## src/rtl/muldiv_ctrl_pkg.sv

```systemverilog
// Shared op codes, FSM encodings and result payload for the multiply/divide sequencer.
package muldiv_ctrl_pkg;

  localparam int unsigned OP_W    = 8;
  localparam int unsigned XLEN    = 32;
  localparam int unsigned STATE_W = 2;

  // EX-stage op codes shared with the ALU decode
  localparam logic [OP_W-1:0] EXE_MTHI_OP  = 8'b0001_0001;
  localparam logic [OP_W-1:0] EXE_MTLO_OP  = 8'b0001_0011;
  localparam logic [OP_W-1:0] EXE_MULT_OP  = 8'b0001_1000;
  localparam logic [OP_W-1:0] EXE_MULTU_OP = 8'b0001_1001;
  localparam logic [OP_W-1:0] EXE_DIV_OP   = 8'b0001_1010;
  localparam logic [OP_W-1:0] EXE_DIVU_OP  = 8'b0001_1011;

  // Sequencer states
  localparam logic [STATE_W-1:0] MD_IDLE = 2'd0;
  localparam logic [STATE_W-1:0] MD_DIV  = 2'd1;
  localparam logic [STATE_W-1:0] MD_DONE = 2'd2;

  // Pending HI/LO write
  typedef struct packed {
    logic [XLEN-1:0] hi;
    logic [XLEN-1:0] lo;
  } hilo_t;

  // True for ops that occupy the sequencer (everything except MTHI/MTLO)
  function automatic logic is_md_op(input logic [OP_W-1:0] op);
    return (op == EXE_MULT_OP) || (op == EXE_MULTU_OP) ||
           (op == EXE_DIV_OP)  || (op == EXE_DIVU_OP);
  endfunction

endpackage

```

## src/rtl/muldiv_ctrl_if.sv

```systemverilog
// EX-stage <-> multiply/divide sequencer bundle.
interface muldiv_ctrl_if;
  import muldiv_ctrl_pkg::*;

  logic [OP_W-1:0] op_i;
  logic [XLEN-1:0] a_i;
  logic [XLEN-1:0] b_i;
  logic            start_i;
  logic            flush_i;
  logic            stall_o;
  logic            busy_o;
  logic [XLEN-1:0] hi_o;
  logic [XLEN-1:0] lo_o;

  // EX stage side
  modport master (
    output op_i, a_i, b_i, start_i, flush_i,
    input  stall_o, busy_o, hi_o, lo_o
  );

  // Sequencer side
  modport slave (
    input  op_i, a_i, b_i, start_i, flush_i,
    output stall_o, busy_o, hi_o, lo_o
  );
endinterface

```

## src/rtl/muldiv_ctrl_div_iter.sv

```systemverilog
// Restoring divider datapath: one quotient bit per step, sign fix-up on the outputs.
module muldiv_ctrl_div_iter
  import muldiv_ctrl_pkg::*;
#(
  parameter int unsigned DIV_ITERS = 32
) (
  input  logic            clk,
  input  logic            resetn,
  input  logic            load_i,
  input  logic            step_i,
  input  logic            signed_i,
  input  logic [XLEN-1:0] dividend_i,
  input  logic [XLEN-1:0] divisor_i,
  output logic [XLEN-1:0] quotient_o,
  output logic [XLEN-1:0] remainder_o,
  output logic            done_o
);

  localparam int unsigned CNT_W = 6;

  logic [XLEN-1:0]  rem_q, rem_d;
  logic [XLEN-1:0]  quo_q, quo_d;
  logic [XLEN-1:0]  dvs_q, dvs_d;
  logic [CNT_W-1:0] cnt_q, cnt_d;
  logic             neg_quo_q, neg_quo_d;
  logic             neg_rem_q, neg_rem_d;
  logic             done_q, done_d;

  logic [XLEN-1:0]  abs_a;
  logic [XLEN-1:0]  abs_b;
  logic [XLEN:0]    trial;

  // Magnitudes for signed divide; raw operands for unsigned
  always_comb begin
    abs_a = (signed_i && dividend_i[XLEN-1]) ? XLEN'(-dividend_i) : dividend_i;
    abs_b = (signed_i && divisor_i[XLEN-1])  ? XLEN'(-divisor_i)  : divisor_i;
  end

  // Shift remainder:dividend left one and try subtracting the divisor
  always_comb begin
    trial = {rem_q, quo_q[XLEN-1]} - {1'b0, dvs_q};
  end

  // Load operands or advance one restoring step
  always_comb begin
    rem_d     = rem_q;
    quo_d     = quo_q;
    dvs_d     = dvs_q;
    cnt_d     = cnt_q;
    neg_quo_d = neg_quo_q;
    neg_rem_d = neg_rem_q;
    done_d    = done_q;
    if (load_i) begin
      rem_d     = '0;
      quo_d     = abs_a;
      dvs_d     = abs_b;
      cnt_d     = '0;
      neg_quo_d = signed_i & (dividend_i[XLEN-1] ^ divisor_i[XLEN-1]);
      neg_rem_d = signed_i & dividend_i[XLEN-1];
      done_d    = 1'b0;
    end else if (step_i) begin
      if (!trial[XLEN]) begin
        rem_d = trial[XLEN-1:0];
        quo_d = {quo_q[XLEN-2:0], 1'b1};
      end else begin
        rem_d = {rem_q[XLEN-2:0], quo_q[XLEN-1]};
        quo_d = {quo_q[XLEN-2:0], 1'b0};
      end
      cnt_d  = cnt_q + CNT_W'(1);
      // Flag goes high for the cycle that performs the final step
      done_d = (cnt_q == CNT_W'(DIV_ITERS - 2));
    end
  end

  // Divider state registers
  always_ff @(posedge clk or negedge resetn) begin
    if (!resetn) begin
      rem_q     <= '0;
      quo_q     <= '0;
      dvs_q     <= '0;
      cnt_q     <= '0;
      neg_quo_q <= 1'b0;
      neg_rem_q <= 1'b0;
      done_q    <= 1'b0;
    end else begin
      rem_q     <= rem_d;
      quo_q     <= quo_d;
      dvs_q     <= dvs_d;
      cnt_q     <= cnt_d;
      neg_quo_q <= neg_quo_d;
      neg_rem_q <= neg_rem_d;
      done_q    <= done_d;
    end
  end

  // Quotient negated on sign mismatch; remainder follows the dividend sign
  always_comb begin
    quotient_o  = neg_quo_q ? XLEN'(-quo_q) : quo_q;
    remainder_o = neg_rem_q ? XLEN'(-rem_q) : rem_q;
    done_o      = done_q;
  end

endmodule

```

## src/rtl/muldiv_ctrl.sv

```systemverilog
// Multiply/divide sequencer and HI/LO owner beside the EX-stage ALU.
module muldiv_ctrl
  import muldiv_ctrl_pkg::*;
#(
  parameter int unsigned DIV_ITERS = 32
) (
  input  logic         clk,
  input  logic         resetn,
  muldiv_ctrl_if.slave bus
);

  logic [STATE_W-1:0] state_q, state_d;
  logic [XLEN-1:0]    hi_q, hi_d;
  logic [XLEN-1:0]    lo_q, lo_d;
  hilo_t              res_q, res_d;
  logic               use_div_q, use_div_d;

  logic               md_op_c;
  logic               is_mul_c;
  logic               is_signed_c;
  logic               stall_c;
  logic               div_load_c;
  logic               div_step_c;
  logic [2*XLEN-1:0]  mul_a;
  logic [2*XLEN-1:0]  mul_b;
  logic [2*XLEN-1:0]  product;
  logic [XLEN-1:0]    div_quo;
  logic [XLEN-1:0]    div_rem;
  logic               div_done;

  // Op decode
  always_comb begin
    md_op_c     = bus.start_i & is_md_op(bus.op_i);
    is_mul_c    = (bus.op_i == EXE_MULT_OP) || (bus.op_i == EXE_MULTU_OP);
    is_signed_c = (bus.op_i == EXE_MULT_OP) || (bus.op_i == EXE_DIV_OP);
  end

  // Single 64-bit multiplier; sign extension selects MULT vs MULTU
  always_comb begin
    mul_a   = {{XLEN{is_signed_c & bus.a_i[XLEN-1]}}, bus.a_i};
    mul_b   = {{XLEN{is_signed_c & bus.b_i[XLEN-1]}}, bus.b_i};
    product = mul_a * mul_b;
  end

  muldiv_ctrl_div_iter #(
    .DIV_ITERS (DIV_ITERS)
  ) u_div_iter (
    .clk         (clk),
    .resetn      (resetn),
    .load_i      (div_load_c),
    .step_i      (div_step_c),
    .signed_i    (is_signed_c),
    .dividend_i  (bus.a_i),
    .divisor_i   (bus.b_i),
    .quotient_o  (div_quo),
    .remainder_o (div_rem),
    .done_o      (div_done)
  );

  // Next-state, HI/LO update and stall decode
  always_comb begin
    state_d    = state_q;
    hi_d       = hi_q;
    lo_d       = lo_q;
    res_d      = res_q;
    use_div_d  = use_div_q;
    div_load_c = 1'b0;
    div_step_c = 1'b0;
    stall_c    = 1'b0;
    case (state_q)
      MD_IDLE: begin
        if (bus.start_i && !bus.flush_i) begin
          if (md_op_c) begin
            stall_c = 1'b1;
            if (is_mul_c) begin
              res_d     = product;
              use_div_d = 1'b0;
              state_d   = MD_DONE;
            end else if (bus.b_i == '0) begin
              res_d     = '{hi: bus.a_i, lo: '1};
              use_div_d = 1'b0;
              state_d   = MD_DONE;
            end else begin
              div_load_c = 1'b1;
              use_div_d  = 1'b1;
              state_d    = MD_DIV;
            end
          end else if (bus.op_i == EXE_MTHI_OP) begin
            hi_d = bus.a_i;
          end else if (bus.op_i == EXE_MTLO_OP) begin
            lo_d = bus.a_i;
          end
        end
      end
      MD_DIV: begin
        if (bus.flush_i) begin
          state_d = MD_IDLE;
        end else begin
          stall_c    = 1'b1;
          div_step_c = 1'b1;
          if (div_done) begin
            state_d = MD_DONE;
          end
        end
      end
      MD_DONE: begin
        state_d = MD_IDLE;
        if (!bus.flush_i) begin
          if (use_div_q) begin
            hi_d = div_rem;
            lo_d = div_quo;
          end else begin
            hi_d = res_q.hi;
            lo_d = res_q.lo;
          end
        end
      end
      default: begin
        state_d = MD_IDLE;
      end
    endcase
  end

  // State and HI/LO registers
  always_ff @(posedge clk or negedge resetn) begin
    if (!resetn) begin
      state_q   <= MD_IDLE;
      hi_q      <= '0;
      lo_q      <= '0;
      res_q     <= '0;
      use_div_q <= 1'b0;
    end else begin
      state_q   <= state_d;
      hi_q      <= hi_d;
      lo_q      <= lo_d;
      res_q     <= res_d;
      use_div_q <= use_div_d;
    end
  end

  // Stall must react in the issue cycle, so it stays combinational
  assign bus.stall_o = stall_c;
  assign bus.busy_o  = (state_q != MD_IDLE);
  assign bus.hi_o    = hi_q;
  assign bus.lo_o    = lo_q;

endmodule
```

## src/flat_wrapper.sv

```systemverilog
// flat-port wrapper written by rule: the top's interface ports become plain ports
module muldiv_ctrl_flat import muldiv_ctrl_pkg::*;
#(
  parameter int unsigned DIV_ITERS = 32
)
  (clk, resetn, bus_op_i, bus_a_i, bus_b_i, bus_start_i, bus_flush_i, bus_stall_o, bus_busy_o, bus_hi_o, bus_lo_o);
  muldiv_ctrl_if bus_i ();
  input  logic clk;
  input  logic resetn;
  input wire logic [$bits(bus_i.op_i)-1:0] bus_op_i;
  input wire logic [$bits(bus_i.a_i)-1:0] bus_a_i;
  input wire logic [$bits(bus_i.b_i)-1:0] bus_b_i;
  input wire logic [$bits(bus_i.start_i)-1:0] bus_start_i;
  input wire logic [$bits(bus_i.flush_i)-1:0] bus_flush_i;
  output wire logic [$bits(bus_i.stall_o)-1:0] bus_stall_o;
  output wire logic [$bits(bus_i.busy_o)-1:0] bus_busy_o;
  output wire logic [$bits(bus_i.hi_o)-1:0] bus_hi_o;
  output wire logic [$bits(bus_i.lo_o)-1:0] bus_lo_o;
  assign bus_i.op_i = bus_op_i;
  assign bus_i.a_i = bus_a_i;
  assign bus_i.b_i = bus_b_i;
  assign bus_i.start_i = bus_start_i;
  assign bus_i.flush_i = bus_flush_i;
  assign bus_stall_o = bus_i.stall_o;
  assign bus_busy_o = bus_i.busy_o;
  assign bus_hi_o = bus_i.hi_o;
  assign bus_lo_o = bus_i.lo_o;
  muldiv_ctrl #(.DIV_ITERS(DIV_ITERS)) u_core (.clk(clk), .resetn(resetn), .bus(bus_i));
endmodule
```

## config.mk

```make
export PLATFORM = sky130hd
export DESIGN_NAME = muldiv_ctrl_flat
export DESIGN_NICKNAME = d
export VERILOG_FILES = /design/src/rtl/muldiv_ctrl_pkg.sv /design/src/rtl/muldiv_ctrl_if.sv /design/src/rtl/muldiv_ctrl_div_iter.sv /design/src/rtl/muldiv_ctrl.sv /design/src/flat_wrapper.sv
export SDC_FILE = /design/constraint.sdc
export NUM_CORES = 2
export LEC_CHECK = 0
export BUFFER_PORTS_ARGS = -buffer_cell sky130_fd_sc_hd__buf_2
export CAP_MARGIN = 10
export CORE_UTILIZATION = 40
export DETAILED_ROUTE_END_ITERATION = 7
export GPL_ROUTABILITY_DRIVEN = 0
export MAX_ROUTING_LAYER = met4
export SYNTH_ARGS = -nofsm -noshare
export SYNTH_HDL_FRONTEND = slang
export SYNTH_SLANG_ARGS = --single-unit
```

## constraint.sdc

```tcl
create_clock -name clk -period 3.19 [get_ports clk]
set_input_delay 0.638 -clock clk [delete_from_list [all_inputs] [get_ports clk]]
set_output_delay 0.638 -clock clk [all_outputs]
set_load 0.03 [all_outputs]
```

==> results.cfg <==
[run]
drv.max_cap_violation_count = 0

[clock_network]
h-tree-depth = 1
clk_latency_ns = 0.58
clk_pin_slew_ns = 0.06
cts_num_sinks = 236
cts_hold_buf = 0
cts_tree = done
cts_buffers = 28
cts_root_buffer = clkbuf_16
clockBufferDepth = 3

[worst_setup_path]
worstPathArrival_ns = 8.18
cp-start-kind = input pin
slowest_delay_ns = 0.61
critPathKind = input pin to flop
cp_common_cell = fa_1
crit_path_end_kind = flop
path_max_fanout = 5
cp.required_ns = 3.60
critPathSlowestCell = fa_2

[synthesis]
synth_top_family_by_area = adder cells
synth_nets = 7413
ys_types = 75
synth_edf_count = 0
synthMuxAreaShare_pct = 0.552
synth_xor_area_share_pct = 3.83
synth_adder_area_share_pct = 48.8
yosys_warnings = 0
synth_simple_gate_area_share_pct = 14.9
ys_seq_area_share_pct = 11.2
synth.avg_cell_area_sq_um = 8.83
syn_inst = 5960
ys.flop_type = dfrtp_1
synth-compound-area-share_pct = 9.31
synth-seq-cells = 236
async_reset_ff_share_pct = 100
synth_area_sq_um = 52600

[route]
ant_nets = 0
drt_pass1_iterations = 7
wl_per_cell_um = 22.3
vias_per_cell = 5.29
finalWirelength_um = 186000
drtIter0Drc = 3609
vias = 44200
drc = 0

[final_layout]
fin_util_pct = 50.4
fin_nets = 8036
finalNonFillerCells = 8353
final_common_cell = inv_1
layout_common_cells = 1142 x inv_1, 1074 x fa_1, 986 x nand2_1, 698 x buf_4, 264 x and2_1
fillers = 12000
drive_above_1_share_pct = 22.0
area_delta_synth_final_pct = 24.5

[place]
dp.cells = 8228
hpwl_um = 154000
portBuffers = 141

[timing]
hold_viol = 0
slew_headroom_pct = 30.3
period_needed_ns = 7.78
clock_skew_ns = 0.0384
fin_ws_ns = -4.59
fin_hold_ws_ns = 0.0931
fmax_mhz = 129
report.final.slew_viol_count = 0
period_share_pct = 244
rsz0062_at_grt = yes
max_slew.worst_pin.slew_ns = 1.04
setup-violations-final = 82

[floorplan]
rows = 132
die_area_sq_um = 133000
core_sq_um = 130000
io-pin-count = 142
die_y_um = 365
die_w_um = 365
initial_core_util_pct = 40.5

[global_routing]
grt_pass1_wl_um = 285000
grt_antenna_before_repair = 8
grt_max_degree = 90
grt_usage_pct = 29.4
first_global_vias = 46600
overflow = 0

[status]
violations = negative setup slack
outcome = finished with violations

[worst_hold_path]
hp-class = input pin to asynchronous set/reset pin
-- cell families after synthesis --
| logic type | count (synthesis) |
|---|---|
| AO/OA/AOI/OAI | 763 |
| buffers and inverters | 1583 |
| XOR/XNOR | 227 |
| flip-flops | 236 |
| multiplexers | 29 |
| AND/OR/NAND/NOR | 1745 |
| adder cells (fa/ha/maj) | 1377 |
-- per-layer routing --
metal  vias to the layer above  track usage [%]  share of wire (%)
li1                      19300                -                  -
met5                         -                -                  0
met2                      1762             45.5                 46
met4                         0             12.3                5.1
met1                     22800             37.9                 41
met3                       353             5.44                8.4
-- timing repair --
item	4_1_cts	5_1_grt
gates resized for setup	352	168
endpoints found under the setup margin	96	108
setup buffers	47	24
gates cloned	6	0
pin swaps	152	84
-- cells in the mapped netlist, drive strengths merged (38+ instances only) --
master	number	share of area [%]
nor2	207	1.5
nand2	1011	7.2
a211oi	74	1.1
and2	294	3.5
ha	251	6.0
fa	1126	43
buf	92	0.72
clkbuf	297	2.1
dfrtp	236	11
inv	1194	8.5
a21oi	182	1.7
xor2	123	2.1
nand3	41	0.39
o31ai	38	0.56
a21o	57	0.81
xnor2	104	1.8
o21ai	223	2.1
-- worst paths after layout --
check,cells past startpoint,slack [ns],to,from
max,33,-4.59,u_core.res_q[55],bus_op_i[7]
min,1,0.09,u_core.u_div_iter.rem_q[10],resetn
max reg2reg,16,-0.10,u_core.u_div_iter.rem_q[15],u_core.u_div_iter.quo_q[31]
min reg2reg,2,0.48,u_core.bus.lo_o[25],u_core.bus.lo_o[25]
max in group asynchronous,2,2.21,u_core.bus.lo_o[17],resetn
min in group clk,2,0.48,u_core.bus.lo_o[25],u_core.bus.lo_o[25]
-- registers in the layout (all words and copies together), names as in the netlist --
| name | flops |
|---|---|
| u_core.bus.hi_o | 32 |
| u_core.bus.lo_o | 32 |
| u_core.res_q | 64 |
| u_core.state_q | 2 |
| u_core.u_div_iter.cnt_q | 6 |
| u_core.u_div_iter.done_o | 1 |
| u_core.u_div_iter.dvs_q | 32 |
| u_core.u_div_iter.neg_quo_q | 1 |
| u_core.u_div_iter.neg_rem_q | 1 |
| u_core.u_div_iter.quo_q | 32 |
| u_core.u_div_iter.rem_q | 32 |
| u_core.use_div_q | 1 |
-- layout make-up --
type	instances	area (sq um)	area share [%]
Sequential cell	236	5910	9.02
Clock buffer	37	785	1.20
Antenna cell	7	17.5	0.0267
Tap cell	1742	2180	3.33
Inverter	1194	4500	6.86
Multi-Input combinational cell	4141	43100	65.7
Timing Repair Buffer	982	8850	13.5
Clock inverter	14	238	0.363
-- critical path, delay by kind of cell --
family / cells / cell delay (ns)
AOI/OAI and AO/OA: 4 / 0.55
xor gates and xnor gates: 1 / 0.13
and+or+nand+nor: 10 / 1.45
buffers and inverters: 9 / 1.06
adders and majority gates: 9 / 4.34
-- through the flow --
| stage | setup TNS, ns | setup slack, ns | cell area [sq um] |
|---|---|---|---|
| after floorplan | -221.93 | -5.18 | 54800 |
| after detailed placement | -301.78 | -5.34 | 61700 |
| after global routing | -221.26 | -4.81 | 65500 |
| after CTS | -205.48 | -4.44 | 64700 |
| final | -208.39 | -4.59 | 65500 |
| after global placement | -298.85 | -5.26 | 61700 |
Power is left out: the tool's default activity adds up to more than one toggle a clock period on the data nets, which glitch-free logic cannot reach.
